$ cat config.mk
export PLATFORM = sky130hd
export DESIGN_NAME = imgproc_param_flat
export DESIGN_NICKNAME = d
export VERILOG_FILES = /design/src/rtl/imgproc_param_if.sv /design/src/rtl/imgproc_param.sv /design/src/flat_wrapper.sv
export SDC_FILE = /design/constraint.sdc
export NUM_CORES = 1
export LEC_CHECK = 0
export ABC_CLOCK_PERIOD_IN_PS = 2500
export CAP_MARGIN = 10
export CORE_MARGIN = 2
export CORE_UTILIZATION = 54
export DETAILED_ROUTE_END_ITERATION = 7
export PLACE_DENSITY = 0.79
export SLEW_MARGIN = 20
export SYNTH_ARGS = -nofsm -noshare
export SYNTH_HDL_FRONTEND = slang
export SYNTH_SLANG_ARGS = --single-unit
$ cat constraint.sdc
create_clock -name clk -period 2.5 [get_ports clk]
set_input_delay 0.375 -clock clk [delete_from_list [all_inputs] [get_ports clk]]
set_output_delay 0.375 -clock clk [all_outputs]
set_load 0.02 [all_outputs]
$ cat src/rtl/imgproc_param_if.sv
// Read/write bus between imgproc_param and its source and result memories.
// The master modport is the engine side; the slave modport is the memory side.
interface imgproc_param_if #(
  parameter int DW = 8,
  parameter int AW = 14
);
  logic          request;
  logic [AW-1:0] orig_addr;
  logic          orig_ready;
  logic [DW-1:0] orig_data;
  logic          imgproc_ready;
  logic [AW-1:0] imgproc_addr;
  logic [DW-1:0] imgproc_data;

  modport master (
    output request, orig_addr,
    input  orig_ready, orig_data,
    output imgproc_ready, imgproc_addr, imgproc_data
  );

  modport slave (
    input  request, orig_addr,
    output orig_ready, orig_data,
    input  imgproc_ready, imgproc_addr, imgproc_data
  );
endinterface

$ cat src/rtl/imgproc_param.sv
// Parametrised image engine: copy, invert, h-mirror or h-average of a source image.
// Optional result checksum port is built when IMGPROC_CHECKSUM_EN is defined.
module imgproc_param #(
  parameter int IMG_W = 128,
  parameter int IMG_H = 128,
  parameter int DW    = 8,
  parameter int AW    = 14
) (
  input  logic                 clk,
  input  logic                 rst,
  input  logic                 start,
  input  logic [1:0]           mode,
  imgproc_param_if.master      bus,
  output logic                 busy,
  output logic                 finish
`ifdef IMGPROC_CHECKSUM_EN
  ,
  output logic [15:0]          checksum
`endif
);

  localparam int CW = $clog2(IMG_W);
  localparam int RW = (IMG_H > 1) ? $clog2(IMG_H) : 1;

  typedef enum logic [2:0] {
    S_IDLE,
    S_FETCH,
    S_WRITE,
    S_WLAST,
    S_DONE
  } state_t;

  state_t        state_q;
  state_t        state_d;
  logic [CW-1:0] c_q;
  logic [RW-1:0] r_q;
  logic [AW-1:0] row_base;
  logic [1:0]    mode_q;
  logic [DW-1:0] cur_q;
  logic [DW-1:0] prev_q;

  logic          go;
  logic          adv;
  logic          col_last;
  logic          row_last;
  logic          m3;
  logic          cap;
  logic [CW-1:0] col_rev;
  logic [AW-1:0] src_addr;
  logic          wr;
  logic [AW-1:0] waddr;
  logic [DW-1:0] wdata;
  logic [DW:0]   sum_w;

  assign go       = start && (state_q == S_IDLE || state_q == S_DONE);
  assign col_last = c_q == CW'(IMG_W - 1);
  assign row_last = r_q == RW'(IMG_H - 1);
  assign m3       = mode_q == 2'd3;
  assign cap      = state_q == S_FETCH && bus.orig_ready;
  assign col_rev  = CW'(IMG_W - 1) - c_q;
  assign src_addr = row_base + AW'((mode_q == 2'd2) ? col_rev : c_q);
  assign sum_w    = {1'b0, prev_q} + {1'b0, cur_q} + (DW + 1)'(1);

  // State register; a reset mid-pass drops straight back to IDLE.
  always_ff @(posedge clk or posedge rst) begin
    if (rst) state_q <= S_IDLE;
    else     state_q <= state_d;
  end

  // Next state plus the scan-advance strobe for the counters.
  always_comb begin
    state_d = state_q;
    adv     = 1'b0;
    unique case (state_q)
      S_IDLE, S_DONE: begin
        if (go) state_d = S_FETCH;
      end
      S_FETCH: begin
        if (bus.orig_ready)
          state_d = (m3 && c_q == '0) ? S_FETCH : S_WRITE;
      end
      S_WRITE: begin
        if (m3 && col_last) begin
          state_d = S_WLAST;
        end else begin
          adv     = 1'b1;
          state_d = (col_last && row_last) ? S_DONE : S_FETCH;
        end
      end
      S_WLAST: begin
        adv     = 1'b1;
        state_d = row_last ? S_DONE : S_FETCH;
      end
      default: state_d = S_IDLE;
    endcase
  end

  // Scan counters, row base, latched mode and captured pixels.
  always_ff @(posedge clk or posedge rst) begin
    if (rst) begin
      c_q      <= '0;
      r_q      <= '0;
      row_base <= '0;
      mode_q   <= '0;
      cur_q    <= '0;
      prev_q   <= '0;
    end else if (go) begin
      c_q      <= '0;
      r_q      <= '0;
      row_base <= '0;
      mode_q   <= mode;
    end else begin
      if (cap) begin
        cur_q <= bus.orig_data;
        if (m3 && c_q == '0) begin
          prev_q <= bus.orig_data;
          c_q    <= c_q + CW'(1);
        end
      end
      if (state_q == S_WRITE && m3)
        prev_q <= cur_q;
      if (adv) begin
        if (col_last) begin
          c_q <= '0;
          if (!row_last) begin
            r_q      <= r_q + RW'(1);
            row_base <= row_base + AW'(IMG_W);
          end
        end else begin
          c_q <= c_q + CW'(1);
        end
      end
    end
  end

  // Result pixel: the average lands one column behind the fetch in mode 3.
  always_comb begin
    wr    = state_q == S_WRITE || state_q == S_WLAST;
    waddr = row_base + AW'(c_q);
    wdata = cur_q;
    if (state_q == S_WRITE) begin
      unique case (mode_q)
        2'd1: wdata = ~cur_q;
        2'd3: begin
          wdata = DW'(sum_w >> 1);
          waddr = row_base + AW'(c_q) - AW'(1);
        end
        default: wdata = cur_q;
      endcase
    end
  end

  assign bus.request       = state_q == S_FETCH;
  assign bus.orig_addr     = bus.request ? src_addr : '0;
  assign bus.imgproc_ready = wr;
  assign bus.imgproc_addr  = wr ? waddr : '0;
  assign bus.imgproc_data  = wr ? wdata : '0;
  assign busy   = state_q == S_FETCH || state_q == S_WRITE ||
                  state_q == S_WLAST;
  assign finish = state_q == S_DONE;

`ifdef IMGPROC_CHECKSUM_EN
  // Running sum of every written pixel, restarted with each pass.
  always_ff @(posedge clk or posedge rst) begin
    if (rst)     checksum <= '0;
    else if (go) checksum <= '0;
    else if (wr) checksum <= checksum + 16'(wdata);
  end
`endif

endmodule

$ cat src/flat_wrapper.sv
// flat-port wrapper written by rule: the top's interface ports become plain ports
module imgproc_param_flat 
#(
  parameter int IMG_W = 128,
  parameter int IMG_H = 128,
  parameter int DW    = 8,
  parameter int AW    = 14
)
  (clk, rst, start, mode, busy, finish, bus_request, bus_orig_addr, bus_orig_ready, bus_orig_data, bus_imgproc_ready, bus_imgproc_addr, bus_imgproc_data);
  imgproc_param_if #(.DW(DW), .AW(AW)) bus_i ();
  input  logic clk;
  input  logic rst;
  input  logic start;
  input  logic [1:0] mode;
  output logic busy;
  output logic finish;
  output wire logic [$bits(bus_i.request)-1:0] bus_request;
  output wire logic [$bits(bus_i.orig_addr)-1:0] bus_orig_addr;
  input wire logic [$bits(bus_i.orig_ready)-1:0] bus_orig_ready;
  input wire logic [$bits(bus_i.orig_data)-1:0] bus_orig_data;
  output wire logic [$bits(bus_i.imgproc_ready)-1:0] bus_imgproc_ready;
  output wire logic [$bits(bus_i.imgproc_addr)-1:0] bus_imgproc_addr;
  output wire logic [$bits(bus_i.imgproc_data)-1:0] bus_imgproc_data;
  assign bus_request = bus_i.request;
  assign bus_orig_addr = bus_i.orig_addr;
  assign bus_i.orig_ready = bus_orig_ready;
  assign bus_i.orig_data = bus_orig_data;
  assign bus_imgproc_ready = bus_i.imgproc_ready;
  assign bus_imgproc_addr = bus_i.imgproc_addr;
  assign bus_imgproc_data = bus_i.imgproc_data;
  imgproc_param #(.IMG_W(IMG_W), .IMG_H(IMG_H), .DW(DW), .AW(AW)) u_core (.clk(clk), .rst(rst), .start(start), .mode(mode), .bus(bus_i), .busy(busy), .finish(finish));
endmodule
* Yosys cells after proc, flatten, opt, wreduce, memory -nomap -nowiden
Cells that the tools add are included.
** Storage, ports and cells
- Register bits :: 49
- Input port bits :: 14
- Output and inout bits :: 40
- Word-level logic and storage cells :: 87
** Cells by class
- Add/subtract/negate cells :: 9
- Eq/ne operators :: 12
- Muxes and demuxes :: 33
- Bitwise gates (word level) :: 2
- Reductions and logical operators :: 24
** Operator list (count)
- 2-to-1 mux 14 bit :: 8
- 2-to-1 mux 7 bit :: 10
- 2-to-1 mux 8 bit :: 5
- one-hot mux 8 bit (2 select lines) :: 1
- 2-to-1 mux 3 bit :: 5
- adder 14 bit :: 1
- adder 14 x 7 -> 14 bit :: 1
- adder 14 x 8 -> 14 bit, second input constant :: 1
- adder 7 x 1 -> 7 bit, second input constant :: 2
- equality test 7 bit, second input constant :: 2
- subtractor 14 x 1 -> 14 bit, second input constant :: 1
- one-hot mux 3 bit (4 select lines) :: 1
- adder 8 x 8 -> 9 bit :: 1
- adder 9 x 1 -> 9 bit, second input constant :: 1
- NOT 8 bit :: 1
- nonzero test 2 bit :: 4
- logical NOT 7 bit :: 1
- subtractor 7 bit, first input constant :: 1
- equality test 3 x 2 -> 1 bit, second input constant :: 2
- logical AND 1 bit :: 6
- AND reduction 2 bit :: 3
- AND reduction 3 bit :: 2
- nonzero test 3 bit :: 2
- equality test 2 bit, second input constant :: 2
- 12 further kinds :: 16

* Logic depth before layout (Yosys ltp)
Gate-level depths: netlist of the first run.
- Word-level depth :: 6
- Mapped depth :: 11
- Gate-level depth less buffers :: 8

* Worst setup path before layout of the first run
OpenSTA, ideal clock, no wires.
- Path type :: register to output
- Start :: register u_core.cur_q[1]
- End :: output bus_imgproc_data[5]
- Arrival :: 1963 ps
- Required time :: 2125 ps
- Path slack :: 162 ps
- Cell stages (with the launch flop) :: 8
- Path buffers :: 0
- Cell sequence :: dfrtp_1 > inv_1 > fa_1 > nand2b_1 > a21oi_1 > o21a_1 > nor3_1 > o32ai_1
** Between the ends
- Longest elaborated chain between the ends :: 5
** RTL lines
- start, declared :: RTL line imgproc_param.sv:39 : logic [DW-1:0] cur_q;
- start signal, assigned :: RTL line imgproc_param.sv:114 : cur_q <= bus.orig_data;
- adder 8 x 8 -> 9 bit :: RTL line imgproc_param.sv:62 : assign sum_w = {1'b0, prev_q} + {1'b0, cur_q} + (DW + 1)'(1);
- adder 9 x 1 -> 9 bit :: RTL line imgproc_param.sv:62
- one-hot mux 8 bit (2 select lines) :: RTL line imgproc_param.sv:142 : unique case (mode_q)
- 2-to-1 mux 8 bit :: RTL line imgproc_param.sv:141 : if (state_q == S_WRITE) begin
- 2-to-1 mux 8 bit :: RTL line imgproc_param.sv:157 : assign bus.imgproc_data = wr ? wdata : '0;
- end, declared :: RTL line flat_wrapper.sv:23 : output wire logic [$bits(bus_i.imgproc_data)-1:0] bus_imgproc_data;
Every way passes these cells.

* Worst setup path after layout of the first run
- Start :: register u_core.prev_q[2]
- End :: output bus_imgproc_data[7]
** Between the ends
- Longest elaborated chain between the ends :: 5
** RTL lines
- start, declared :: RTL line imgproc_param.sv:40 : logic [DW-1:0] prev_q;
- start signal, assigned :: RTL line imgproc_param.sv:116 : prev_q <= bus.orig_data;
- start signal, assigned :: RTL line imgproc_param.sv:121 : prev_q <= cur_q;
- adder 8 x 8 -> 9 bit :: RTL line imgproc_param.sv:62
- adder 9 x 1 -> 9 bit :: RTL line imgproc_param.sv:62
- one-hot mux 8 bit (2 select lines) :: RTL line imgproc_param.sv:142
- 2-to-1 mux 8 bit :: RTL line imgproc_param.sv:141
- 2-to-1 mux 8 bit :: RTL line imgproc_param.sv:157
Every way passes these cells.

==> metrics.txt, run 1 <==
# TYPE chip_impl_metric gauge
chip_impl_metric{name="asyncSetResetFlopFracSynth",unit=""} 1.00
chip_impl_info{name="r2r_end",value="u_core.c_q[2]"} 1
chip_impl_metric{name="ys_types",unit=""} 55
chip_impl_metric{name="postRouteWirelength",unit="microns"} 8410
chip_impl_metric{name="finish.utilization",unit=""} 0.729
chip_impl_info{name="grt_setup_unrepaired",value="yes"} 1
chip_impl_info{name="crit_end",value="bus_imgproc_data[7]"} 1
chip_impl_metric{name="grt_max_degree",unit=""} 43
chip_impl_metric{name="wl_per_cell",unit="microns"} 15.5
chip_impl_info{name="outcome",value="finished, violations left"} 1
chip_impl_info{name="timing.rr.start",value="u_core.c_q[0]"} 1
chip_impl_metric{name="row_count",unit=""} 28
chip_impl_metric{name="finalHoldViolCount",unit=""} 0
chip_impl_metric{name="clock_skew",unit="ps"} 13.5
chip_impl_metric{name="wire_length_of_the_first_global_routing_pass",unit="microns"} 13500
chip_impl_metric{name="placed_cells",unit=""} 534
chip_impl_metric{name="timing.final.crit_share",unit=""} 1.02
chip_impl_metric{name="timing_max_transition_violations_final",unit=""} 0
chip_impl_metric{name="worst_skew_pair.late_latency",unit="ps"} 300
chip_impl_metric{name="cts-buffers-inserted",unit=""} 5
chip_impl_metric{name="final_nets",unit=""} 497
chip_impl_metric{name="layout_setup_ws",unit="ps"} -49.9
chip_impl_metric{name="worstPathRequired",unit="ps"} 2120
chip_impl_info{name="yosys_most_used_dff",value="sky130_fd_sc_hd__dfrtp_1"} 1
chip_impl_info{name="mostFrequentLayoutCell",value="sky130_fd_sc_hd__nor2_1"} 1
chip_impl_metric{name="antenna_cells",unit=""} 0
chip_impl_metric{name="power.total",unit="W"} 0.00464
chip_impl_metric{name="drt_pass1_iterations",unit=""} 4
chip_impl_metric{name="place.detailed.hpwl",unit="microns"} 5870
chip_impl_metric{name="count_of_state_elements_after_synthesis",unit=""} 42
chip_impl_info{name="failed_checks",value="setup timing"} 1
chip_impl_metric{name="post_dp_cell_area",unit="sq um"} 4080
chip_impl_metric{name="areaGrowthSynthToFinish",unit="%"} 31.7
chip_impl_metric{name="max_cap_violations",unit=""} 0
chip_impl_metric{name="static-leakage-power",unit="nW"} 2.06
chip_impl_metric{name="ir_drop",unit="mV"} 0.739
chip_impl_metric{name="syn_inst",unit=""} 387
chip_impl_metric{name="finalSetupViolations",unit=""} 2
chip_impl_metric{name="cts_max_level",unit=""} 2
chip_impl_info{name="most-common-layout-cells",value="60 x sky130_fd_sc_hd__nor2_1, 49 x sky130_fd_sc_hd__buf_4, 41 x sky130_fd_sc_hd__dfrtp_1"} 1
chip_impl_metric{name="drive_gt1_frac",unit=""} 0.226
chip_impl_info{name="timing.hold.worst.class",value="input port to asynchronous set/reset pin"} 1
chip_impl_metric{name="synth_enable_flop_cells",unit=""} 0
chip_impl_metric{name="worst_r2r_path_depth",unit=""} 7
chip_impl_metric{name="pin_count",unit=""} 54
chip_impl_metric{name="ff2ff_setup_slack",unit="ps"} 440
chip_impl_metric{name="synth_warnings",unit=""} 0
chip_impl_metric{name="synth_fp_nets",unit=""} 415
chip_impl_metric{name="dr.first_iter.drc_count",unit=""} 151
chip_impl_metric{name="via_count_of_the_first_global_routing_pass",unit=""} 2988
chip_impl_metric{name="clock_tree.buffer_depth",unit=""} 2
chip_impl_metric{name="gr-total-overflow",unit=""} 0
chip_impl_metric{name="grt_antenna_before_repair",unit=""} 0
chip_impl_metric{name="placement.setup.worst_slack",unit="ps"} -215
chip_impl_metric{name="finalNonFillerCells",unit=""} 544
chip_impl_info{name="tritoncts",value="done"} 1
chip_impl_metric{name="synth_area_per_cell",unit="sq um"} 8.37
chip_impl_metric{name="die_height",unit="microns"} 81.5
chip_impl_info{name="crit_path_start",value="u_core.prev_q[2]"} 1
chip_impl_metric{name="p_per_area",unit="nW/um^2"} 1090
chip_impl_info{name="clockRootBuffer",value="sky130_fd_sc_hd__clkbuf_8"} 1
chip_impl_metric{name="initial_core_utilization",unit=""} 0.554
chip_impl_metric{name="viasPerCell",unit=""} 5.75
chip_impl_info{name="timing.critical_path.from_type",value="flip-flop"} 1
chip_impl_metric{name="critPathMaxFanout",unit=""} 4
chip_impl_metric{name="buffers_on_ports",unit=""} 53
chip_impl_metric{name="globalRouteTotalUtil",unit=""} 0.263
chip_impl_metric{name="synth_seq_area_share",unit=""} 0.324
chip_impl_metric{name="antenna_nets_post_route",unit=""} 0
chip_impl_metric{name="cts-hold-fix-buffers",unit=""} 0
chip_impl_metric{name="core-area",unit="sq um"} 5850
chip_impl_info{name="setup.worst_path.class",value="flip-flop to primary output"} 1
chip_impl_metric{name="rd_place_congestion",unit=""} 0.926
chip_impl_metric{name="floorplan.die.width",unit="microns"} 81.5
chip_impl_metric{name="drt_drc_violations_left",unit=""} 0
chip_impl_metric{name="netlist_area",unit="sq um"} 3240
chip_impl_info{name="worstSetupEndpointType",value="primary output"} 1
chip_impl_metric{name="worst_ep_arrival_time",unit="ps"} 2170
chip_impl_metric{name="worstMarginPinSlew",unit="ps"} 585
chip_impl_metric{name="maxClockFrequency",unit="GHz"} 0.392
chip_impl_metric{name="min_period",unit="ps"} 2550
chip_impl_metric{name="timing.max_slew.rel_slack",unit=""} 0.608
chip_impl_metric{name="finish.instance_area",unit="sq um"} 4270
chip_impl_metric{name="design.die.area",unit="sq um"} 6630
chip_impl_metric{name="numClockSinks",unit=""} 42
chip_impl_metric{name="clk_pin_slew",unit="ps"} 70
chip_impl_metric{name="via_count",unit=""} 3127
## state kept, by name (all words and copies together), names as in the netlist
| name | count |
|---|---|
| u_core.cur_q | 8 |
| u_core.prev_q | 8 |
| u_core.c_q | 7 |
| u_core.r_q | 7 |
| u_core.row_base | 7 |
| u_core.state_q | 3 |
| u_core.mode_q | 2 |
## where the power goes
group	switching (W)	total (W)	internal (W)
clock	0.000237	0.000557	0.000320
sequential	0.000181	0.00105	0.000864
combinational	0.00168	0.00304	0.00136
## how the worst min path moves through the flow
stage	startpoint	endpoint	slack, ps	cells after the start
global placement	u_core.r_q[6]	u_core.r_q[6]	490	2
finish	rst	u_core.r_q[5]	510	3
floorplan	u_core.r_q[6]	u_core.r_q[6]	470	2
CTS	u_core.r_q[6]	u_core.r_q[6]	510	2
detailed placement	u_core.r_q[6]	u_core.r_q[6]	490	2
global route	u_core.r_q[6]	u_core.r_q[6]	560	2
## worst max-delay path: stages, from the launching register on
cell	delay, ps
sky130_fd_sc_hd__dfrtp_1	420
sky130_fd_sc_hd__ha_4	270
sky130_fd_sc_hd__buf_4	150
sky130_fd_sc_hd__nand2b_4	80
sky130_fd_sc_hd__a21oi_4	50
sky130_fd_sc_hd__o21a_1	200
sky130_fd_sc_hd__o21a_1	190
sky130_fd_sc_hd__o41a_1	380
sky130_fd_sc_hd__buf_6	140
## per-layer routing
metal  up-vias  part of all wire  global-route usage
li1       1501                 -                   -
met1      1494              0.41               0.319
met2       110              0.51               0.471
met3        22             0.054              0.0385
met4         0             0.026              0.0949
met5         -                 0                   0
## synth_stat cells (9+ instances only)
| library cell | number | area share |
|---|---|---|
| sky130_fd_sc_hd__nand3_1 | 17 | 0.026 |
| sky130_fd_sc_hd__xnor2_1 | 13 | 0.035 |
| sky130_fd_sc_hd__inv_1 | 12 | 0.014 |
| sky130_fd_sc_hd__clkbuf_1 | 12 | 0.014 |
| sky130_fd_sc_hd__ha_1 | 13 | 0.050 |
| sky130_fd_sc_hd__mux2i_1 | 9 | 0.028 |
| sky130_fd_sc_hd__nor2_1 | 61 | 0.071 |
| sky130_fd_sc_hd__xor2_1 | 26 | 0.070 |
| sky130_fd_sc_hd__nand2_1 | 27 | 0.031 |
| sky130_fd_sc_hd__o21ai_0 | 12 | 0.019 |
| sky130_fd_sc_hd__a21oi_1 | 34 | 0.053 |
| sky130_fd_sc_hd__dfrtp_1 | 42 | 0.32 |
## cells by family (layout without fill, tap and decap cells)
| kind of cell | after synthesis | in the layout | synth area share |
|---|---|---|---|
| buffers and inverters | 38 | 120 | 0.0518 |
| adders and majority gates | 14 | 14 | 0.0564 |
| xor gates and xnor gates | 39 | 39 | 0.105 |
| other | 1 | 1 | 0.00116 |
| muxes | 17 | 17 | 0.0556 |
| AOI/OAI and AO/OA | 77 | 77 | 0.147 |
| DFF | 42 | 42 | 0.324 |
| and+or+nand+nor | 159 | 159 | 0.258 |
## cell type report
type,count,area (sq um)
inverters,12,45.0
well taps,75,93.8
clock buffers,6,82.6
repair buffers,101,832
clock inverters,1,30.0
flip-flops and latches,42,1050
multi-input cells,307,2130
fillers,456,1580
## metrics by stage
stage | hold WS [ps] | setup TNS [ps]
floorplan | 466 | 0
global placement | 486 | -478
detailed placement | 494 | -519
CTS | 513 | -17.8
global route | 556 | -408
finish | 509 | -64.2
## what timing repair did
action | in CTS | in global routing
setup endpoints to repair | 33 | 17
resized for setup | 61 | 33
pin swaps | 4 | 11
buffers inserted | 1 | 2
Note: power is estimated with default switching activity, not from simulation.
==> run 2, diff against run 1 <==
--- a/config.mk
+++ b/config.mk
@@ -11,6 +11,7 @@
 export CORE_UTILIZATION = 54
 export DETAILED_ROUTE_END_ITERATION = 7
 export PLACE_DENSITY = 0.79
+export SKIP_CTS_REPAIR_TIMING = 1
 export SLEW_MARGIN = 20
 export SYNTH_ARGS = -nofsm -noshare
 export SYNTH_HDL_FRONTEND = slang
==> run 2 against run 1 <==
Compared with the run above:
- cell count shrank 0.18%
- clock-buffer cell count is the same
- the run still ends with setup timing left
- global-route usage shrank 0.59 points
- critical path type unchanged
- hold slack gained 8.3 ps
- critical endpoint unchanged
- die area is the same
- cell area grew 1.3%
- power shrank 0.15%
==> metrics.txt, run 2 (synthesis gave the netlist of run 1 again) <==
# TYPE chip_impl_metric gauge
chip_impl_info{name="outcome",value="finished, violations left"} 1
chip_impl_info{name="failed_checks",value="setup timing"} 1
chip_impl_metric{name="finish.instance_area",unit="sq um"} 4320
chip_impl_info{name="critical_path.most_common_cell",value="sky130_fd_sc_hd__o21a_1"} 1
chip_impl_metric{name="worstPathRequired",unit="ps"} 2120
chip_impl_metric{name="areaGrowthSynthToFinish",unit="%"} 33.4
chip_impl_metric{name="antenna_cells",unit=""} 0
chip_impl_info{name="timing.hold.worst.class",value="input port to asynchronous set/reset pin"} 1
chip_impl_metric{name="buffers_on_ports",unit=""} 53
chip_impl_info{name="largest_registers",value="u_core.cur_q (8), u_core.prev_q (8)"} 1
chip_impl_metric{name="worst_skew_pair.late_latency",unit="ps"} 300
chip_impl_metric{name="timing.max_slew.rel_slack",unit=""} 0.602
chip_impl_info{name="worstSetupEndpointType",value="primary output"} 1
chip_impl_metric{name="drive_gt1_frac",unit=""} 0.201
chip_impl_metric{name="maxClockFrequency",unit="GHz"} 0.394
chip_impl_info{name="critical_path_cell_by_cell",value="ha_1 > o21ai_1 > a21oi_4 > o21a_1 > o21a_1 > o41a_1 > buf_6"} 1
chip_impl_metric{name="antenna_nets_post_route",unit=""} 0
chip_impl_metric{name="clock_skew",unit="ps"} 13.1
chip_impl_metric{name="globalRouteTotalUtil",unit=""} 0.257
chip_impl_metric{name="max_cap_violations",unit=""} 0
chip_impl_metric{name="finalHoldViolCount",unit=""} 0
chip_impl_metric{name="grt_max_degree",unit=""} 43
chip_impl_metric{name="design.die.area",unit="sq um"} 6630
chip_impl_metric{name="timing_max_transition_violations_final",unit=""} 0
chip_impl_metric{name="worstMarginPinSlew",unit="ps"} 595
chip_impl_metric{name="place.detailed.hpwl",unit="microns"} 5870
chip_impl_metric{name="critical-path-max-stage-delay",unit="ps"} 390
chip_impl_info{name="timing.critical_path.slowest_stage_cell",value="sky130_fd_sc_hd__dfrtp_1"} 1
chip_impl_metric{name="min_period",unit="ps"} 2540
chip_impl_info{name="most-common-layout-cells",value="60 x sky130_fd_sc_hd__nor2_1, 48 x sky130_fd_sc_hd__buf_4, 41 x sky130_fd_sc_hd__dfrtp_1"} 1
chip_impl_metric{name="clock_tree.buffer_depth",unit=""} 2
chip_impl_info{name="timing.rr.start",value="u_core.c_q[0]"} 1
chip_impl_metric{name="worst_ep_arrival_time",unit="ps"} 2160
chip_impl_metric{name="wire_length_of_the_first_global_routing_pass",unit="microns"} 13300
chip_impl_metric{name="finalSetupViolations",unit=""} 2
chip_impl_metric{name="wl_per_cell",unit="microns"} 15.6
chip_impl_metric{name="row_count",unit=""} 28
chip_impl_metric{name="via_count_of_the_first_global_routing_pass",unit=""} 3013
chip_impl_metric{name="die_height",unit="microns"} 81.5
chip_impl_metric{name="drt_pass1_iterations",unit=""} 5
chip_impl_metric{name="floorplan.die.width",unit="microns"} 81.5
chip_impl_metric{name="dr.first_iter.drc_count",unit=""} 159
chip_impl_metric{name="final_nets",unit=""} 496
chip_impl_metric{name="static-leakage-power",unit="nW"} 2.40
chip_impl_metric{name="rd_place_congestion",unit=""} 0.926
chip_impl_metric{name="clk_pin_slew",unit="ps"} 70
chip_impl_metric{name="cts_max_level",unit=""} 2
chip_impl_metric{name="ff2ff_setup_slack",unit="ps"} 480
chip_impl_metric{name="fin_worst_hold_slack",unit="ps"} 517
chip_impl_metric{name="layout_setup_ws",unit="ps"} -35.9
chip_impl_info{name="r2r_end",value="u_core.c_q[3]"} 1
chip_impl_metric{name="initial_core_utilization",unit=""} 0.554
chip_impl_metric{name="numClockSinks",unit=""} 42
chip_impl_metric{name="timing.final.crit_share",unit=""} 1.01
chip_impl_metric{name="core-area",unit="sq um"} 5850
chip_impl_info{name="mostFrequentLayoutCell",value="sky130_fd_sc_hd__nor2_1"} 1
chip_impl_info{name="grt_setup_unrepaired",value="yes"} 1
chip_impl_metric{name="cts-buffers-inserted",unit=""} 5
chip_impl_metric{name="via_count",unit=""} 3149
chip_impl_info{name="setup.worst_path.class",value="flip-flop to primary output"} 1
chip_impl_metric{name="viasPerCell",unit=""} 5.80
chip_impl_metric{name="ir_drop",unit="mV"} 0.808
chip_impl_metric{name="p_per_area",unit="nW/um^2"} 1070
chip_impl_metric{name="gr-total-overflow",unit=""} 0
chip_impl_metric{name="post_dp_cell_area",unit="sq um"} 4080
chip_impl_info{name="clockRootBuffer",value="sky130_fd_sc_hd__clkbuf_8"} 1
chip_impl_metric{name="worst_r2r_path_depth",unit=""} 7
chip_impl_metric{name="grt_antenna_before_repair",unit=""} 0
chip_impl_metric{name="pin_count",unit=""} 54
chip_impl_metric{name="drt_drc_violations_left",unit=""} 0
chip_impl_metric{name="critPathMaxFanout",unit=""} 3
chip_impl_info{name="timing.critical_path.from_type",value="flip-flop"} 1
chip_impl_info{name="tritoncts",value="done"} 1
chip_impl_metric{name="postRouteWirelength",unit="microns"} 8490
[run 2: cell count changes in the layout (fill, tap and decap cells not counted), moves of 2 or more]
cell,change
sky130_fd_sc_hd__nor4_4,-2
sky130_fd_sc_hd__dlygate4sd2_1,-20
sky130_fd_sc_hd__buf_2,-3
sky130_fd_sc_hd__inv_2,-2
sky130_fd_sc_hd__dlymetal6s2s_1,+25
sky130_fd_sc_hd__inv_1,+2
[run 2: stage by stage]
| step | std cells | TNS, ps | util | total power [W] | setup slack (ps) |
|---|---|---|---|---|---|
| finish | 543 | -42.3 | 0.739 | 0.00463 | -35.9 |
| floorplan | 387 | 0 | - | 0.00285 | 162 |
| global placement | 534 | -478 | 0.697 | 0.00377 | -191 |
| global route | 543 | -314 | 0.739 | 0.00495 | -130 |
| detailed placement | 534 | -519 | 0.697 | 0.00383 | -215 |
| CTS | 541 | -5630 | 0.716 | 0.00442 | -590 |
[run 2: worst max-delay path by stage]
stage / startpoint / endpoint / slack (ps) / cells past startpoint
finish: u_core.prev_q[3] / bus_imgproc_data[7] / -40 / 7
global route: u_core.cur_q[0] / bus_imgproc_data[7] / -130 / 8
CTS: u_core.prev_q[1] / bus_imgproc_data[5] / -590 / 8
detailed placement: u_core.prev_q[1] / bus_imgproc_data[5] / -210 / 8
global placement: u_core.prev_q[1] / bus_imgproc_data[5] / -190 / 8
floorplan: u_core.cur_q[1] / bus_imgproc_data[5] / 160 / 7
[run 2: power breakdown]
part / internal [W] / switching (W)
logic: 0.00137 / 0.00167
clock network: 0.000320 / 0.000238
registers: 0.000864 / 0.000168
total: 0.00256 / 0.00208
[run 2: worst max-delay path, delay by kind of cell (launching register included)]
kind	cells	cell delay (ps)
AOI/OAI and AO/OA	5	1000
DFF	1	390
adders and majority gates	1	340
buffers and inverters	1	140
[run 2: area by class of cell]
type	count	area, sq um
multi-input combinational	307	2090
clock buffer	6	82.6
tap	75	93.8
sequential	42	1050
inverter	12	45.0
fill	436	1530
timing repair buffer	100	932
clock inverter	1	30.0
[run 2: metal layers]
layer / track usage / share of wire
met1: 0.314 / 0.42
met4: 0.100 / 0.022
met3: 0.0396 / 0.054
met2: 0.453 / 0.51
met5: 0 / 0
==> run 3, diff against run 2 <==
--- a/config.mk
+++ b/config.mk
@@ -7,10 +7,12 @@
 export LEC_CHECK = 0
 export ABC_CLOCK_PERIOD_IN_PS = 2500
 export CAP_MARGIN = 10
+export CORE_ASPECT_RATIO = 2
 export CORE_MARGIN = 2
-export CORE_UTILIZATION = 54
+export CORE_UTILIZATION = 56
+export CTS_BUF_LIST = sky130_fd_sc_hd__clkbuf_4 sky130_fd_sc_hd__clkbuf_8
 export DETAILED_ROUTE_END_ITERATION = 7
-export PLACE_DENSITY = 0.79
+export PLACE_DENSITY = 0.81
 export SKIP_CTS_REPAIR_TIMING = 1
 export SLEW_MARGIN = 20
 export SYNTH_ARGS = -nofsm -noshare
==> run 3 against run 2 <==
Compared with the run above:
- the flow still finishes with violations (setup timing)
- setup slack improved by 20 ps
- clock power shrank 20%
- sequential share of layout area is 0.15 points lower
- register-to-register slack lost 150 ps
- clock-buffer cell count is 1 lower
- sequential power about the same
- via count is 0.44% higher
- global-route usage grew 2.9 points
- cell area is 0.49% higher
- critical endpoint is now bus_imgproc_data[6]
==> metrics.txt, run 3 (synthesis gave the netlist of run 1 again) <==
# TYPE chip_impl_metric gauge
chip_impl_info{name="outcome",value="finished, violations left"} 1
chip_impl_info{name="failed_checks",value="setup timing"} 1
chip_impl_metric{name="clk_pin_slew",unit="ps"} 90
chip_impl_metric{name="max_cap_violations",unit=""} 0
chip_impl_metric{name="drt_drc_violations_left",unit=""} 0
chip_impl_metric{name="clock_skew",unit="ps"} 12.4
chip_impl_metric{name="timing.max_slew.rel_slack",unit=""} 0.586
chip_impl_metric{name="wl_per_cell",unit="microns"} 16.5
chip_impl_metric{name="via_count",unit=""} 3163
chip_impl_metric{name="numClockSinks",unit=""} 42
chip_impl_metric{name="postRouteWirelength",unit="microns"} 8800
chip_impl_metric{name="worst_skew_pair.late_latency",unit="ps"} 320
chip_impl_metric{name="worstMarginPinSlew",unit="ps"} 618
chip_impl_metric{name="clock_tree.buffer_depth",unit=""} 2
chip_impl_metric{name="final_nets",unit=""} 500
chip_impl_metric{name="pin_count",unit=""} 54
chip_impl_metric{name="finalSetupViolations",unit=""} 1
chip_impl_metric{name="layout_setup_ws",unit="ps"} -16.2
chip_impl_metric{name="p_per_area",unit="nW/um^2"} 1070
chip_impl_info{name="grt_setup_unrepaired",value="yes"} 1
chip_impl_info{name="setup.worst_path.class",value="flip-flop to primary output"} 1
chip_impl_metric{name="buffers_on_ports",unit=""} 53
chip_impl_metric{name="core-area",unit="sq um"} 5660
chip_impl_metric{name="areaGrowthSynthToFinish",unit="%"} 34.1
chip_impl_metric{name="timing_max_transition_violations_final",unit=""} 0
chip_impl_metric{name="row_count",unit=""} 39
chip_impl_metric{name="design.die.area",unit="sq um"} 6450
chip_impl_metric{name="critPathMaxFanout",unit=""} 2
chip_impl_metric{name="floorplan.die.width",unit="microns"} 57.8
chip_impl_metric{name="cts-buffers-inserted",unit=""} 5
chip_impl_metric{name="grt_max_degree",unit=""} 43
chip_impl_metric{name="grt_antenna_before_repair",unit=""} 0
chip_impl_metric{name="finish.utilization",unit=""} 0.767
chip_impl_info{name="largest_registers",value="u_core.cur_q (8), u_core.prev_q (8)"} 1
chip_impl_metric{name="timing.final.crit_share",unit=""} 1.01
chip_impl_info{name="timing.hold.worst.class",value="input port to asynchronous set/reset pin"} 1
chip_impl_metric{name="gr-total-overflow",unit=""} 0
chip_impl_metric{name="static-leakage-power",unit="nW"} 2.42
chip_impl_metric{name="drive_gt1_frac",unit=""} 0.224
chip_impl_metric{name="via_count_of_the_first_global_routing_pass",unit=""} 3105
chip_impl_metric{name="maxClockFrequency",unit="GHz"} 0.397
chip_impl_info{name="worstSetupEndpointType",value="primary output"} 1
chip_impl_info{name="mostFrequentLayoutCell",value="sky130_fd_sc_hd__nor2_1"} 1
chip_impl_info{name="critical_path_cell_by_cell",value="buf_4 > ha_1 > o211ai_1 > a21oi_2 > o41ai_2 > xor2_1 > o22ai_1 > buf_2"} 1
chip_impl_info{name="most-common-layout-cells",value="60 x sky130_fd_sc_hd__nor2_1, 51 x sky130_fd_sc_hd__buf_4, 42 x sky130_fd_sc_hd__dfrtp_1"} 1
chip_impl_metric{name="cts_max_level",unit=""} 2
chip_impl_metric{name="antenna_cells",unit=""} 0
chip_impl_info{name="timing.critical_path.from_type",value="flip-flop"} 1
chip_impl_metric{name="die_height",unit="microns"} 112
chip_impl_metric{name="rd_place_congestion",unit=""} 0.940
chip_impl_info{name="tritoncts",value="done"} 1
chip_impl_metric{name="min_period",unit="ps"} 2520
chip_impl_metric{name="place.detailed.hpwl",unit="microns"} 6500
chip_impl_metric{name="worstPathRequired",unit="ps"} 2120
chip_impl_metric{name="globalRouteTotalUtil",unit=""} 0.286
chip_impl_metric{name="dr.first_iter.drc_count",unit=""} 103
chip_impl_metric{name="wire_length_of_the_first_global_routing_pass",unit="microns"} 14400
chip_impl_metric{name="filler_cell_count",unit=""} 386
chip_impl_metric{name="worst_ep_arrival_time",unit="ps"} 2140
chip_impl_info{name="timing.critical_path.slowest_stage_cell",value="sky130_fd_sc_hd__dfrtp_1"} 1
chip_impl_metric{name="initial_core_utilization",unit=""} 0.572
chip_impl_metric{name="critical-path-max-stage-delay",unit="ps"} 390
chip_impl_metric{name="antenna_nets_post_route",unit=""} 0
chip_impl_info{name="clockRootBuffer",value="sky130_fd_sc_hd__clkbuf_8"} 1
chip_impl_metric{name="viasPerCell",unit=""} 5.92
chip_impl_metric{name="ir_drop",unit="mV"} 1.03
chip_impl_metric{name="drt_pass1_iterations",unit=""} 5
chip_impl_metric{name="finalHoldViolCount",unit=""} 0
chip_impl_metric{name="power.total",unit="W"} 0.00466
[run 3: cell count changes in the layout (fill, tap and decap cells not counted), moves of 2 or more]
cell and change:
sky130_fd_sc_hd__buf_4 +3, sky130_fd_sc_hd__buf_2 +2, sky130_fd_sc_hd__clkbuf_2 -2, sky130_fd_sc_hd__inv_1 -2, sky130_fd_sc_hd__inv_2 +2, sky130_fd_sc_hd__nor4_2 +2
[run 3: layer usage]
layer | vias to the layer above | routed length [microns] | global-route usage
met5 | - | 0 | 0
met4 | 0 | 374 | 0.155
met3 | 27 | 431 | 0.0360
met2 | 114 | 4860 | 0.523
met1 | 1505 | 3130 | 0.301
li1 | 1517 | - | -
[run 3: through the flow]
step / setup TNS, ps / std cells / hold WS [ps] / cell area (sq um) / setup WS, ps
floorplan: 0 / 387 / 466 / 3240 / 162
global placement: -429 / 524 / 488 / 4090 / -177
detailed placement: -691 / 524 / 527 / 4090 / -265
CTS: -7170 / 532 / 496 / 4180 / -608
global route: -284 / 534 / 547 / 4340 / -131
finish: -16.2 / 534 / 490 / 4340 / -16.2
[run 3: path summary, 6_finish.rpt]
check / startpoint / endpoint / slack (ps) / depth (start not counted)
setup reg to reg: u_core.c_q[1] / u_core.c_q[3] / 330 / 7
hold reg to reg: u_core.r_q[1] / u_core.r_q[1] / 560 / 2
hold / removal: rst / u_core.r_q[5] / 490 / 3
min in group clk: u_core.r_q[1] / u_core.r_q[1] / 560 / 2
max in group asynchronous: rst / u_core.mode_q[1] / 1630 / 3
setup / recovery: u_core.prev_q[1] / bus_imgproc_data[6] / -20 / 8
[run 3: area by class of cell]
cell class                 count  area [sq um]  area share
clock inverter                 3          21.3     0.00490
tap                           61          76.3      0.0176
sequential                    42          1050       0.242
clock buffer                   5          68.8      0.0158
inverter                      12          45.0      0.0104
multi-input combinational    307          2110       0.487
timing repair buffer         104           966       0.222
[run 3: critical path: cells and delay by family, from the launching register on]
| kind | cells | cell delay (ps) |
|---|---|---|
| adders and majority gates | 1 | 280 |
| AOI/OAI and AO/OA | 4 | 670 |
| DFF | 1 | 390 |
| xor gates and xnor gates | 1 | 180 |
| buffers and inverters | 2 | 310 |
[run 3: where the power goes]
| group | leakage, nW | switching, W | internal [W] |
|---|---|---|---|
| Combinational | 1.85 | 0.00175 | 0.00143 |
| Sequential | 0.525 | 0.000170 | 0.000863 |
| Clock | 0.0441 | 0.000251 | 0.000196 |
==> RTL change 1 (config.mk and constraints of run 3) <==
`DW` is set to 8 in 3 places; all go to 6.
--- a/src/rtl/imgproc_param_if.sv
+++ b/src/rtl/imgproc_param_if.sv
@@ -3,3 +3,3 @@
 interface imgproc_param_if #(
-  parameter int DW = 8,
+  parameter int DW = 6,
   parameter int AW = 14
--- a/src/rtl/imgproc_param.sv
+++ b/src/rtl/imgproc_param.sv
@@ -5,3 +5,3 @@
   parameter int IMG_H = 128,
-  parameter int DW    = 8,
+  parameter int DW    = 6,
   parameter int AW    = 14
--- a/src/flat_wrapper.sv
+++ b/src/flat_wrapper.sv
@@ -5,3 +5,3 @@
   parameter int IMG_H = 128,
-  parameter int DW    = 8,
+  parameter int DW    = 6,
   parameter int AW    = 14
Ports: changed (resized bus_imgproc_data and bus_orig_data); port bits go from 54 to 50. No check against the original RTL was run, so the function may have changed too.
==> RTL change 1 against run 3 <==
The flow still finishes with violations (setup timing); cell area decreased by 11%; area after synthesis decreased by 11%; die area decreased by 11%; power decreased by 17%; worst setup slack got worse by 94 ps; count of clock-buffer cells in the layout increased by 1; routed wire length decreased by 7.8%; hold slack got worse by 13 ps; synthesized cell count decreased by 9.6%; sequential cell count decreased by 4; critical endpoint is now bus_imgproc_addr[13]; largest cell class unchanged.
==> RTL change 1: results (changes against run 3) <==
NumNets Final 452 (-9.6%); worst flop-to-flop path startpoint u_core.c_q[0]; register area share after synthesis 0.331 (+0.00656); CP Max Fanout 3 (+1); Worst R2R Setup Slack 240 ps (-90 ps); half-perimeter wire length after placement 5.78 mm (-11%); violated checks setup timing; Total GRT Usage 0.303 (+0.0169); wire length on met2 4.59 mm (-5.6%); Place WS -259 ps (+5.71 ps); Pre-antenna DRT Iters 4 (-1); largest net degree at the start of global routing 39 (-9.3%); drt via density 5.98 (+0.95%); Regs by FF count u_core.c_q (7), u_core.r_q (7), u_core.row_base (7); final setup margin -110 ps (-93.5 ps); sw power 1.71 mW (-21%); first-pass GRT wire length 12.8 mm (-11%); outcome complete, but fails checks; post-synthesis cell count 350 (-9.6%); fin cells 485 (-9.2%); Cell variety after synth 49 (-11%); Seq power 873 uW (-15%); Detailed Route Iter0 Violations 139 (+35%); Final Wtd Congestion 0.896 (-4.7%); layout cells sized above 1 0.192 (-0.0325); WP data arrival 2230 ps (+90 ps); Max-Slew Margin vs Limit 0.528 (-0.0580); top area cells in the synthesized netlist dfrtp_1, nor2_1, xnor2_1, ha_1, a21oi_1; leakage power 2.00 nW (-17%); DP Cell Count 474 (-9.5%); synth cell count leaders nor2_1, dfrtp_1, nand2_1, a21oi_1, o21ai_0; Setup-failing EPs final 3 (+2)
## RTL change 1: cell types whose count changed after synthesis, moves of 5 or more
cell | run 3 | this run
nor2_1 | 61 | 51
xnor2_1 | 13 | 18
nand4_1 | 5 | 10
o21ai_0 | 12 | 20
xor2_1 | 26 | 14
a21oi_1 | 34 | 25
buf_2 | 8 | 2
## RTL change 1: layout make-up
type,instances,area (sq um)
Timing Repair Buffer,96,863
Multi-Input combinational cell,278,1830
Tap cell,57,71.3
Sequential cell,38,951
Inverter,9,33.8
Clock buffer,6,82.6
Clock inverter,1,30.0
Fill cell,347,1050
## RTL change 1: metal layers
metal	vias up	GRT usage
li1	1385	-
met1	1360	0.318
met2	117	0.531
met3	38	0.0425
met4	0	0.170
met5	-	0
## RTL change 1: stage by stage
stage / TNS (ps) / util / area (sq um) / power, mW
floorplan: 0 / - / 2870 / 2.27
global placement: -624 / 0.735 / 3610 / 3.05
detailed placement: -815 / 0.735 / 3610 / 3.12
CTS: -5110 / 0.758 / 3720 / 3.69
global route: -420 / 0.786 / 3860 / 4.12
finish: -242 / 0.786 / 3860 / 3.88
## RTL change 1: final timing paths
kind,cells past startpoint,endpoint
worst min register to register,2,u_core.r_q[6]
worst max-delay path,6,bus_imgproc_addr[13]
max in group asynchronous,3,u_core.cur_q[5]
worst max register to register,8,u_core.row_base[12]
min in group clk,2,u_core.r_q[6]
worst min-delay path,3,u_core.r_q[4]
## RTL change 1: cells by family after synthesis
family,share of synthesized area
simple gates,0.258
compound gates,0.138
flops,0.331
buf+inv,0.0640
xor+xnor,0.0976
mux,0.0549
fa+ha+maj,0.0549
other cells,0.00131
## RTL change 1: critical path, stage by stage, from the launching register on
cell and delay, ps:
dfrtp_1 380, or4_4 530, or4_4 480, nor4_4 180, xnor2_1 150, nor2_1 50
buf_2 160
==> RTL change 2 (settings of run 3) <==
Without the edit above. Encoding of `state_t`: now Gray code (3 bits for 5 states).
--- a/src/rtl/imgproc_param.sv
+++ b/src/rtl/imgproc_param.sv
@@ -25,7 +25,7 @@
   typedef enum logic [2:0] {
-    S_IDLE,
-    S_FETCH,
-    S_WRITE,
-    S_WLAST,
-    S_DONE
+    S_IDLE  = 3'b000,
+    S_FETCH = 3'b001,
+    S_WRITE = 3'b011,
+    S_WLAST = 3'b010,
+    S_DONE  = 3'b110
   } state_t;
Behaviour: same outputs for any inputs over 10 cycles, from zero or initial values and one cycle with rst high; not proved beyond that.
==> RTL change 2 against run 3 <==
The flow still finishes with violations (setup timing); area after synthesis rose by 1.4%; clock power grew 28%; fmax is 8.4% lower; register-to-register slack worse by 170 ps; routed wire length rose by 22%; cell area grew 5.5%; power up 18%; worst setup slack lost 230 ps; sequential cell count is the same; global-route usage up 3.7 points; critical endpoint is now bus_imgproc_addr[13]; largest power group unchanged; highest routed layer unchanged.
==> RTL change 2: results (changes against run 3) <==
outcome complete, but fails checks; violated checks setup timing; via count 3523 (+11%); Final Wtd Congestion 0.907 (-3.5%); VDD IR max 1.26 mV (+22%); first-pass GRT wire length 16.0 mm (+11%); Filler cells 360 (-6.7%); WP data arrival 2370 ps (+230 ps); placed cell areas 4240 sq um (+3.5%); Place WS -411 ps (-146 ps); Synthesized Nets 433 (+4.3%); final setup margin -248 ps (-232 ps); synth cell count leaders nor2_1, nand2_1, dfrtp_1, o21ai_0, clkbuf_1; Worst-Margin Slew 680 ps (+61.9 ps); Synth Area in XOR/XNOR 0.0800 (-0.0255); Total GRT Usage 0.322 (+0.0367); Setup-failing EPs final 8 (+7); skew final 11.4 ps (-1.05 ps); Post-Synth Adder-Cell Area 0.0556 (-0.000795); Detailed Route Iter0 Violations 227 (+120%); Routed WL 10.8 mm (+22%); half-perimeter wire length after placement 7.55 mm (+16%); drt via density 6.25 (+5.5%); mux share of post-synthesis cell area 0.0647 (+0.00912); top area cells in the synthesized netlist dfrtp_1, nor2_1, o21ai_0, nand2_1, xnor2_1; DP Cell Count 548 (+4.6%); CP Max Fanout 4 (+2); NumNets Final 531 (+6.2%)
[RTL change 2: cell count changes after synthesis, sizes merged, moves of 12 or more]
cell    delta
xor2      -15
o21ai     +23
nor2      -12
nand2     +17
a21oi     -18
clkbuf    +12
[RTL change 2: worst max-delay path, cell delays in order, from the launching register on]
cell	delay (ps)
dfrtp_1	380
or4_4	530
or4_4	490
buf_6	160
nor4_4	140
xnor2_1	110
nor2_2	130
buf_6	130
[RTL change 2: logic make-up (layout without fill, tap and decap cells)]
group           count (synthesis)  count (layout)
xor+xnor                       30              30
mux                            20              20
flops                          42              42
compound gates                 88              88
other cells                     1               1
fa+ha+maj                      14              14
buf+inv                        39             137
simple gates                  171             171
[RTL change 2: area by class of cell]
cell class	count	area, sq um	area share
Clock inverter	1	30.0	0.00656
Multi-Input combinational cell	324	2240	0.489
Timing Repair Buffer	122	1070	0.233
Inverter	8	30.0	0.00656
Clock buffer	6	82.6	0.0180
Sequential cell	42	1050	0.229
Tap cell	61	76.3	0.0167
[RTL change 2: path summary, 6_finish.rpt]
kind,cells past startpoint,start,to
max,7,u_core.c_q[2],bus_imgproc_addr[13]
min,3,rst,u_core.c_q[0]
max reg2reg,8,u_core.state_q[2],u_core.r_q[5]
min reg2reg,1,u_core.r_q[5],u_core.r_q[5]
max in group asynchronous,3,rst,u_core.row_base[13]
min in group clk,1,u_core.r_q[5],u_core.r_q[5]
[RTL change 2: routing by layer]
layer / part of all wire / track usage / routed length (um)
met1: 0.32 / 0.319 / 3480
met2: 0.56 / 0.589 / 5980
met3: 0.041 / 0.0357 / 444
met4: 0.080 / 0.229 / 864
met5: 0 / 0 / 0
[RTL change 2: power breakdown]
group          switching (mW)  leakage [nW]  internal, mW
sequential              0.155         0.539         0.882
combinational            2.11          1.60          1.80
clock                   0.250        0.0573         0.320
